<file path="src/rtl/engine_arbiter_pkg.sv">
// engine_arbiter_pkg: state encoding and default sizing shared by the arbiter files.
package engine_arbiter_pkg;
  localparam int DEF_NUM_REQ = 4;
  localparam int DEF_TIMEOUT = 1023;
  typedef enum logic [2:0] {
    IDLE    = 3'd0,
    ARB     = 3'd1,
    LAUNCH  = 3'd2,
    RUN     = 3'd3,
    DRAIN   = 3'd4,
    RELEASE = 3'd5
  } state_t;
endpackage

</file>
<file path="src/rtl/engine_arbiter_rr_select.sv">
// rr_select: round-robin pick of the first set req bit after ptr, with wrap.
module rr_select #(
  parameter int N = 4,
  parameter int W = 2
) (
  input  logic [N-1:0] req,
  input  logic [W-1:0] ptr,
  output logic [N-1:0] pick,
  output logic [W-1:0] idx,
  output logic         any
);
  logic [W-1:0] j;
  // Scan from farthest to nearest so the nearest set bit after ptr overwrites last.
  always_comb begin
    pick = '0;
    idx = '0;
    j = '0;
    for (int i = N; i >= 1; i--) begin
      j = W'((int'(ptr) + i) % N);
      if (req[j]) begin
        pick = '0;
        pick[j] = 1'b1;
        idx = j;
      end
    end
  end
  assign any = |req;
endmodule

</file>
<file path="src/rtl/engine_arbiter.sv">
// engine_arbiter: round-robin owner of one shared wrapper/engine.
// Optional job watchdog compiled in with ENGINE_ARB_WATCHDOG_EN.
module engine_arbiter
  import engine_arbiter_pkg::*;
#(
  parameter int NUM_REQ = DEF_NUM_REQ,
  parameter int TIMEOUT = DEF_TIMEOUT
) (
  input  logic               clk,
  input  logic               rst,
  input  logic [NUM_REQ-1:0] req,
  input  logic [NUM_REQ-1:0] rdReq,
  output logic [NUM_REQ-1:0] grant,
  output logic [NUM_REQ-1:0] cliDone,
  output logic               wrStart,
  output logic               wrRead,
  input  logic               wrReady,
  input  logic               wrDone,
  input  logic               wrEmpty,
  output logic               busy,
  output logic               err
);
  localparam int W = (NUM_REQ > 1) ? $clog2(NUM_REQ) : 1;
  state_t state, nxt;
  logic [NUM_REQ-1:0] pick;
  logic [W-1:0] idx, ptr, own;
  logic any, to;
  logic unused_sink;
  rr_select #(.N(NUM_REQ), .W(W)) u_sel (
    .req (req),
    .ptr (ptr),
    .pick(pick),
    .idx (idx),
    .any (any)
  );
  always_ff @(posedge clk) begin
    if (rst) begin
      state <= IDLE;
      grant <= '0;
      ptr <= W'(NUM_REQ - 1);
      own <= '0;
    end else begin
      state <= nxt;
      if (state == ARB) begin
        grant <= pick;
        own <= idx;
      end
      if (state == RELEASE) begin
        grant <= '0;
        ptr <= own;
      end
    end
  end
  always_comb begin
    nxt = state;
    wrStart = 1'b0;
    wrRead = 1'b0;
    cliDone = '0;
    case (state)
      IDLE:    nxt = (any && wrReady) ? ARB : IDLE;
      ARB:     nxt = any ? LAUNCH : IDLE;
      LAUNCH: begin
        wrStart = wrReady && !to;
        nxt = to ? RELEASE : wrReady ? RUN : LAUNCH;
      end
      RUN:     nxt = to ? RELEASE : wrDone ? DRAIN : RUN;
      DRAIN: begin
        cliDone = wrDone ? grant : '0;
        wrRead = rdReq[own];
        nxt = (to || wrReady) ? RELEASE : DRAIN;
      end
      RELEASE: nxt = any ? ARB : IDLE;
      default: nxt = IDLE;
    endcase
  end
  assign busy = state != IDLE;
`ifdef ENGINE_ARB_WATCHDOG_EN
  localparam int CW = $clog2(TIMEOUT + 1);
  logic [CW-1:0] wd;
  logic err_q, job;
  assign job = state == LAUNCH || state == RUN || state == DRAIN;
  assign to = job && wd == CW'(TIMEOUT - 1);
  always_ff @(posedge clk) begin
    if (rst) begin
      wd <= '0;
      err_q <= 1'b0;
    end else begin
      wd <= (state == ARB) ? '0 : job ? wd + CW'(1) : wd;
      if (to) err_q <= 1'b1;
    end
  end
  assign err = err_q;
`else
  assign to = 1'b0;
  assign err = 1'b0;
`endif
  // Completion is judged by wrReady; wrEmpty is informational only.
  assign unused_sink = wrEmpty ^ (TIMEOUT > 0);
endmodule
</file>
<file path="config.mk">
export PLATFORM = sky130hd
export DESIGN_NAME = engine_arbiter
export DESIGN_NICKNAME = d
export VERILOG_FILES = /design/src/rtl/engine_arbiter_pkg.sv /design/src/rtl/engine_arbiter_rr_select.sv /design/src/rtl/engine_arbiter.sv
export SDC_FILE = /design/constraint.sdc
export NUM_CORES = 1
export LEC_CHECK = 0
export ABC_AREA = 0
export BUFFER_PORTS_ARGS = -buffer_cell sky130_fd_sc_hd__buf_2
export CAP_MARGIN = 5
export CORE_MARGIN = 2
export CORE_UTILIZATION = 40
export CTS_BUF_LIST = sky130_fd_sc_hd__clkbuf_4
export DETAILED_ROUTE_END_ITERATION = 10
export PLACE_DENSITY = 0.67
export SYNTH_ARGS = -nofsm -noshare
export SYNTH_HDL_FRONTEND = slang
export SYNTH_HIERARCHICAL = 1
export SYNTH_SLANG_ARGS = --single-unit
export TNS_END_PERCENT = 20
</file>
<file path="constraint.sdc">
create_clock -name clk -period 2.1 [get_ports clk]
set_input_delay 0.105 -clock clk [delete_from_list [all_inputs] [get_ports clk]]
set_output_delay 0.105 -clock clk [all_outputs]
set_load 0.05 [all_outputs]
</file>
## Yosys cells after proc, flatten, opt, wreduce, memory -nomap -nowiden

Index checks and enable logic that the tools add are counted.
Widths: inputs -> output; s select.

- Word-level logic and storage cells: 68
- Output and inout bits: 12
- Input bits: 13
- Flip-flop bits (word level): 11

- Equality and inequality tests: 5
- Reduce and logical (&&, ||, !) cells: 9
- Add/sub/neg operators: 4
- Multiplexer cells: 37
- Order comparisons: 9

Operators by type and width:

| kind | count |
|---|---|
| $mux 4 | 6 |
| $pmux 3 s6 | 1 |
| $lt 2x3->1 const B | 5 |
| $mux 1 | 15 |
| $bmux 1 s2 | 5 |
| $mux 2 | 5 |
| $demux 1 s2 | 4 |
| $ge 2x1->1 const B | 4 |
| $eq 3x2->1 const B | 2 |
| $eq 3x3->1 const B | 2 |
| $logic_and 1x1->1 | 5 |
| $add 2x1->2 const B | 2 |
| $add 2x2->2 const B | 2 |
| $reduce_or 4->1 | 1 |
| $eq 3x1->1 const B | 1 |
| $logic_not 3->1 | 1 |
| $mux 3 | 1 |
| $reduce_bool 3->1 | 1 |
| $reduce_or 2->1 | 1 |

## Depth between registers and ports, before layout

Gate-level depths: netlist of run 1.

- Depth after elaboration: 9
- Mapped depth: 9
- Gate-level depth less buffers: 8

## Cells and area by module

Netlist of run 1, hierarchy kept.

Modules (own cells, without submodules):

| module | sequential area each (µm²) | times used | cells an instance | area an instance (µm²) |
|---|---|---|---|---|
| engine_arbiter | 220.2 | 1 | 67 | 590.6 |
| rr_select | 0.0 | 1 | 58 | 435.4 |

## Worst setup path after synthesis of run 1

OpenSTA, ideal clock, no wires.

- Path kind: register to register
- From: reg ptr[0]
- To: reg grant[0]
- Data required time: 2.030 ns
- Path slack: -0.141 ns
- Setup time: 0.070 ns
- Stages on the path, launching flop included: 10
- Data arrival time: 2.170 ns
- Path through: dfxtp_1 > buf_2 > inv_1 > ha_1 > mux2_2 > mux2i_2 > nor2_1 > a41oi_1 > nand3b_1 > a21oi_1

- Word-level cells in the longest chain between the ends: 9
- Elaborated cells between the ends (all ways): 36
- Those cells by class: 4 x add/sub; 8 x order compare; 20 x mux; 4 x reduce/logical

RTL lines:

| item | RTL line | RTL |
|---|---|---|
| from (decl) | engine_arbiter.sv:26 | `logic [W-1:0] idx, ptr, own;` |
| from (signal assigned) | engine_arbiter.sv:40 | `ptr <= W'(NUM_REQ - 1);` |
| from (signal assigned) | engine_arbiter.sv:50 | `ptr <= own;` |
| $add 2x1->2 | engine_arbiter_rr_select.sv:19 | `j = W'((int'(ptr) + i) % N);` |
| $lt 2x3->1 (not written as such) or $ge 2x1->1 (tied branches) | engine_arbiter_rr_select.sv:22 | `pick[j] = 1'b1;` |
| $logic_and 1x1->1 (not written as such) | engine_arbiter_rr_select.sv:22 |  |
| $mux 1 (not written as such) | engine_arbiter_rr_select.sv:22 |  |
| $demux 1 s2 | n/a |  |
| $mux 4 (3 in series) | engine_arbiter_rr_select.sv:20 | `if (req[j]) begin` |
| $mux 4 * | engine_arbiter_rr_select.sv:20 |  |
| named net pick[0] | engine_arbiter.sv:25 | `logic [NUM_REQ-1:0] pick;` |
| to (signal assigned) | engine_arbiter.sv:45 | `grant <= pick;` |
| to (decl) | engine_arbiter.sv:13 | `output logic [NUM_REQ-1:0] grant,` |

The timed path passes the listed nets; every way through them passes the cells marked *. The select of a mux whose other input is x is not followed.
A chain may end at the register's enable or synchronous reset.

## Worst setup path in the final report of run 1

- From: reg ptr[1]
- To: reg grant[2]

Same word-level chain as after synthesis.

==> results of run 1 <==
-- sequential cells by signal (all words and copies together), names as in the netlist --
name   cells
grant      4
state      3
own        2
ptr        2
-- logic make-up after synthesis --
logic type | Yosys count
AO/OA/AOI/OAI | 32
adder cells (fa/ha/maj) | 6
buffers and inverters | 10
flip-flops | 11
multiplexers | 9
other | 1
AND/OR/NAND/NOR | 56
-- placed cells by master (no fill, tap or decap), types with 2 or more instances in the layout --
master    instances
buf_4             6
clkbuf_4          4
mux2_2            3
nor3b_1           2
buf_2            22
and3_1            2
nand2b_1          2
o211ai_1          3
nor2_1            8
and2_1            4
or3b_1            2
a311o_1           2
nand3_1           6
dfxtp_1          11
o21ai_0           8
nand2_1          13
inv_1             2
mux4_2            2
mux2i_1           3
ha_1              5
a21boi_2          2
nand3b_1          5
a41oi_1           3
nand4b_1          4
a21oi_1          10
-- through the flow --
stage                     power [mW]  setup WS, ps  hold slack [ps]
after CTS                      0.561          33.0              146
after global placement         0.401          74.1              430
after detailed placement       0.405          59.7              434
after global routing           0.596          32.3              145
after floorplan                0.371          5.41              303
final                          0.558           114              156
-- power breakdown --
part	leakage, nW	switching [mW]	internal, mW
combinational	0.405	0.105	0.0629
sequential	0.0894	0.0163	0.220
clock	0.0184	0.0667	0.0864
total	0.513	0.188	0.369
-- worst max-delay path, stage by stage (launching register included) --
cell and delay, ps:
dfxtp_1 320, inv_1 90, ha_4 310, mux2_2 370, mux2i_4 280, nor2_1 70, a41oi_1 230, nand3b_1 110
a21oi_1 140
-- timing repair --
action / in CTS / in global routing
setup endpoints to repair: 0 / 5
buffers inserted: 0 / 2
resized for setup: 0 / 3
-- routing by layer --
metal | part of all wire, % | global-route usage [%] | up-vias
li1 | - | - | 511
met1 | 48 | 21.8 | 461
met2 | 49 | 29.6 | 15
met3 | 2.9 | 5.74 | 0
met4 | 0 | 2.08 | 0
met5 | 0 | 0 | -
-- area by class of cell --
cell class,count,area [µm²],area share [%]
Multi-Input combinational cell,104,772,63.2
Sequential cell,11,220,18.0
Timing Repair Buffer,28,155,12.7
Tap cell,30,37.5,3.07
Clock buffer,4,30.0,2.46
Inverter,2,7.51,0.614
-- synthesized netlist by cell type (all sizes together) (4+ instances only) --
cell type   n
nand2      13
dfxtp      11
a21oi      10
nor2        8
o21ai       8
buf         6
ha          6
nand3       6
nand3b      5
a41oi       4
and2        4
mux2i       4
nand4b      4
-- path summary, 6_finish.rpt --
path,from,endpoint,slack (ps),depth (start not counted)
min,rst,grant[2]$_SDFFE_PP0N_,160,2
max reg2reg,ptr[1]$_SDFFE_PP1P_,grant[2]$_SDFFE_PP0N_,110,8
max,ptr[1]$_SDFFE_PP1P_,grant[2]$_SDFFE_PP0N_,110,8
min reg2reg,grant[2]$_SDFFE_PP0N_,grant[2]$_SDFFE_PP0N_,460,2
==> flow_metrics.env, run 1 <==
export IMPL_relSlewSlack_pct=62.2
export IMPL_wire_per_inst_um=12.9
export IMPL_finalCritPeriodShare_pct=94.6
export IMPL_std_cell_rows=18
export IMPL_postPlaceCellArea_mm2=0.00116
export IMPL_die_w_um=54.6
export IMPL_synth_yosys_seq_area_share_pct=21.5
export IMPL_synth_async_reset_ratio_pct=0
export IMPL_synthAdderAreaFrac_pct=7.32
export IMPL_dpl_cell_count=173
export IMPL_end_kind="flop"
export IMPL_critical_path_class="flop to flop"
export IMPL_worst_pin_slew_ps=566
export IMPL_grt_pass1_wl_mm=3.81
export IMPL_drv_cap=0
export IMPL_ys_warn_count=6
export IMPL_die_h_um=54.6
export IMPL_grt_usage_pct=17.4
export IMPL_synth_top_family_by_area="simple AND/OR/NAND/NOR gates"
export IMPL_synth_compound_area_share_pct=20.6
export IMPL_grt_pass1_vias=884
export IMPL_clk_path_buf_depth=2
export IMPL_grt_max_degree=20
export IMPL_die_area_mm2=0.00299
export IMPL_synthSimpleGateAreaFrac_pct=32.2
export IMPL_dp_final_hpwl_mm=1.77
export IMPL_clk_pin_slew_ps=60
export IMPL_grt_antenna_before_repair=0
export IMPL_drt_wl_total_mm=2.31
export IMPL_cts_max_level=1
export IMPL_synthCells=125
export IMPL_num_antenna_cells=0
export IMPL_final_util_pct=49.8
export IMPL_core_mm2=0.00245
export IMPL_crit_fanout=8
export IMPL_setup_viol=0
export IMPL_synth_xor_area_share_pct=0
export IMPL_vias_per_cell=5.51
export IMPL_grt_overflow=0
export IMPL_drive_above_1_share_pct=31.5
export IMPL_fin_skew_ps=0.470
export IMPL_timing_final_max_slew_violations=0
export IMPL_drc=0
export IMPL_max_freq_mhz=503
export IMPL_drtPass1Iterations=4
export IMPL_syn_nets=144
export IMPL_finalHoldViolCount=0
export IMPL_vdd_drop_max_mv=0.437
export IMPL_synthTopCellsByArea="dfxtp_1 21%, ha_1 7.3%, a21oi_1 4.9%, nand2_1 4.8%, mux4_2 4.4%"
export IMPL_synth_mux_area_share_pct=12.0
export IMPL_finalNonFillerCells=179
export IMPL_setup_tns_ps=0
export IMPL_port_buffers=22
export IMPL_io_pins=25
export IMPL_tritoncts="built"
export IMPL_nFillCells=239
export IMPL_rsz0062_at_grt="no"
export IMPL_p_per_area_mw_per_mm2=456
export IMPL_synth_seq_cells=11
export IMPL_initial_core_util_pct=41.8
export IMPL_p_leak_nw=0.513
export IMPL_vias=987
export IMPL_stdcell_area_mm2=0.00122
export IMPL_min_path_type="input port to flop"
export IMPL_cts_made_buffers=3
export IMPL_holdBufCountCts=0
export IMPL_clkLatencyLatePin_ps=260
export IMPL_synth_cell_types=39
export IMPL_first_iter_violations=20
export IMPL_synth_top_area_share_pct=21.5
export IMPL_synthFlopType="dfxtp_1"
export IMPL_nets=169
export IMPL_yosys_area_top_type="dfxtp_1"
export IMPL_startpoint_type="flop"
export IMPL_avgSynthCellArea_um2=8.21
export IMPL_synth_edf_count=0
export IMPL_required_ps=2300
export IMPL_fin_crit_ps=1990
export IMPL_status="finished clean"
export IMPL_syn_to_final_growth_pct=19.1
export IMPL_syn_area_mm2=0.00103
export IMPL_crit_arrival_ps=2190
export IMPL_antenna_left=0
export IMPL_cts_root_buf="clkbuf_4"
export IMPL_finalWeightedCongestion=0.850
export IMPL_cts_sinks=11
(Power assumes the default switching activity.)
==> inputs of run 2 (changes only) <==
ABC_AREA = 1   (was 0)
==> run 2 against run 1 <==
  * Hold slack lost 120 ps
  * Utilization shrank 0.57 points
  * Highest routed layer is now met4
  * Largest cell class unchanged
  * Area after synthesis is 1.7% lower
  * Critical path type unchanged
==> flow_metrics.env, run 2 <==
export IMPL_syn_to_final_growth_pct=18.7
export IMPL_required_ps=2250
export IMPL_finalCritPeriodShare_pct=85.6
export IMPL_synth_top_area_share_pct=21.8
export IMPL_cts_sinks=11
export IMPL_synthMostInstantiatedCell="nand2_1"
export IMPL_yosys_area_top_type="dfxtp_1"
export IMPL_synth_yosys_seq_area_share_pct=21.8
export IMPL_p_per_area_mw_per_mm2=511
export IMPL_std_cell_rows=18
export IMPL_cts_resized=0
export IMPL_largestRegisters="grant (4), state (3)"
export IMPL_grt_usage_pct=18.4
export IMPL_antenna_left=0
export IMPL_crit_fanout=5
export IMPL_drt_wl_total_mm=2.25
export IMPL_grt_pass1_wl_mm=3.93
export IMPL_clkLatencyLatePin_ps=270
export IMPL_final_util_pct=49.2
export IMPL_postPlaceCellArea_mm2=0.00117
export IMPL_avgSynthCellArea_um2=6.23
export IMPL_drtPass1Iterations=4
export IMPL_synth_async_reset_ratio_pct=0
export IMPL_clk_path_buf_depth=2
export IMPL_first_iter_violations=18
export IMPL_synthTopCellsByArea="dfxtp_1 22%, nand2_1 15%, inv_1 9.7%, ha_1 7.4%, nand3_1 7.4%"
export IMPL_finalWeightedCongestion=0.895
export IMPL_p_leak_nw=0.642
export IMPL_stdcell_area_mm2=0.00120
export IMPL_dp_slack_ps=316
export IMPL_postCtsSetupBuffers=0
export IMPL_final_common_cell="nand2_1"
export IMPL_setup_viol=0
export IMPL_startpoint_type="flop"
export IMPL_largest_register_ffs=4
export IMPL_vdd_drop_max_mv=0.252
export IMPL_status="finished clean"
export IMPL_fin_crit_ps=1800
export IMPL_nFillCells=254
export IMPL_critical_path_class="flop to flop"
export IMPL_grt_busiest_layer="met2"
export IMPL_slowest_delay_ps=350
export IMPL_rsz0062_at_grt="no"
export IMPL_ys_warn_count=6
export IMPL_regMostFlops="grant"
export IMPL_cts_max_level=1
export IMPL_layout_setup_ws_ps=302
export IMPL_die_w_um=54.2
export IMPL_grt_pass1_vias=950
export IMPL_port_buffers=22
export IMPL_grt_overflow=0
export IMPL_tritoncts="built"
export IMPL_die_h_um=54.2
export IMPL_holdBufCountCts=0
export IMPL_fin_skew_ps=3.73
export IMPL_cts_made_buffers=3
export IMPL_io_pins=25
export IMPL_vias_per_cell=4.78
export IMPL_wire_per_inst_um=10.2
export IMPL_end_kind="flop"
export IMPL_core_mm2=0.00243
export IMPL_min_path_type="input port to flop"
export IMPL_die_area_mm2=0.00294
export IMPL_crit_arrival_ps=1950
export IMPL_final_cell_mix="40 x nand2_1, 26 x inv_1, 22 x buf_2"
export IMPL_finalHoldViolCount=0
export IMPL_drc=0
export IMPL_cts_root_buf="clkbuf_4"
export IMPL_synth_seq_cells=11
export IMPL_synthFlopType="dfxtp_1"
export IMPL_drive_above_1_share_pct=25.8
export IMPL_synthCells=162
export IMPL_clk_pin_slew_ps=70
export IMPL_synth_common_cells="40 x nand2_1, 26 x inv_1, 15 x nand3_1"
export IMPL_drv_cap=0
export IMPL_grt_antenna_before_repair=0
export IMPL_grt_max_degree=13
export IMPL_seq_area_um2=220
export IMPL_nets=210
export IMPL_slowest_stage="ha_1"
export IMPL_multi_input_area_um2=657
export IMPL_syn_nets=181
export IMPL_met1_usage_pct=21.4
export IMPL_dp_final_hpwl_mm=1.81
export IMPL_synth_edf_count=0
export IMPL_met2_usage_pct=32.3
export IMPL_crit_chain="inv_1 -> ha_1 -> inv_1 -> nand3_1 -> nand2_2 -> nand2_1 -> clkinv_1 -> o21ai_0 -> nand2_1 -> o21ai_0 -> a21oi_1"
export IMPL_initial_core_util_pct=41.5
export IMPL_grtUsageMet3_pct=2.73
export IMPL_num_antenna_cells=0
export IMPL_vias=1051
export IMPL_syn_area_mm2=0.00101
export IMPL_synth_cell_types=24
export IMPL_timing_final_max_slew_violations=0
export IMPL_max_freq_mhz=556
export IMPL_setup_tns_ps=0
run 2: cell count changes in the layout (fill, tap and decap cells not counted), sizes merged, moves of 5 or more:
cell	before	now
nand2	13	43
inv	2	29
nand3	6	19
nor2	8	18
nand3b	5	0
run 2: worst paths after layout:
| path | cells past startpoint | to | start | slack (ps) |
|---|---|---|---|---|
| setup reg to reg | 11 | own[0]$_SDFFE_PP0N_ | ptr[1]$_SDFFE_PP1P_ | 300 |
| hold reg to reg | 2 | grant[1]$_SDFFE_PP0N_ | grant[1]$_SDFFE_PP0N_ | 490 |
| setup / recovery | 11 | own[0]$_SDFFE_PP0N_ | ptr[1]$_SDFFE_PP1P_ | 300 |
| hold / removal | 2 | state[2]$_SDFF_PP0_ | rst | 40 |
run 2: critical path: cells and delay by family, from the launching register on:
| family | cells | cell delay (ps) |
|---|---|---|
| flip-flops | 1 | 340 |
| buffers and inverters | 3 | 280 |
| AND/OR/NAND/NOR | 4 | 330 |
| adder cells (fa/ha/maj) | 1 | 350 |
| AO/OA/AOI/OAI | 3 | 380 |
run 2: metrics by stage:
step                      instances  power [mW]  hold WS, ps
final                           220       0.611         38.3
after global routing            220       0.657         27.1
after CTS                       220       0.616         30.0
after detailed placement        216       0.457          319
after global placement          216       0.451          321
after floorplan                 162       0.415          174
run 2: layout make-up:
| cell class | instances | share of cell area, % |
|---|---|---|
| Multi-Input combinational cell | 119 | 54.9 |
| Sequential cell | 11 | 18.4 |
| Timing Repair Buffer | 26 | 11.7 |
| Inverter | 30 | 9.40 |
| Tap cell | 30 | 3.13 |
| Clock buffer | 4 | 2.51 |
run 2: where the power goes:
group | internal (mW) | switching, mW | total, mW | leakage, nW
clock | 0.0866 | 0.0721 | 0.159 | 0.0184
sequential | 0.228 | 0.0151 | 0.243 | 0.0900
combinational | 0.0611 | 0.149 | 0.210 | 0.534
total | 0.375 | 0.236 | 0.611 | 0.642
run 2: cells by family (layout without fill, tap and decap cells):
logic type	Yosys count	after routing	share of synthesized area, %
compound gates	22	22	14.5
fa+ha+maj	6	6	7.44
buf+inv	32	60	13.0
flops	11	11	21.8
other cells	1	1	0.372
simple gates	90	90	42.8
run 2: metal layers:
layer | share of wire, % | vias up
met5 | 0 | -
met4 | 2.3 | 0
met3 | 4.4 | 5
met2 | 45 | 30
met1 | 48 | 442
li1 | - | 574
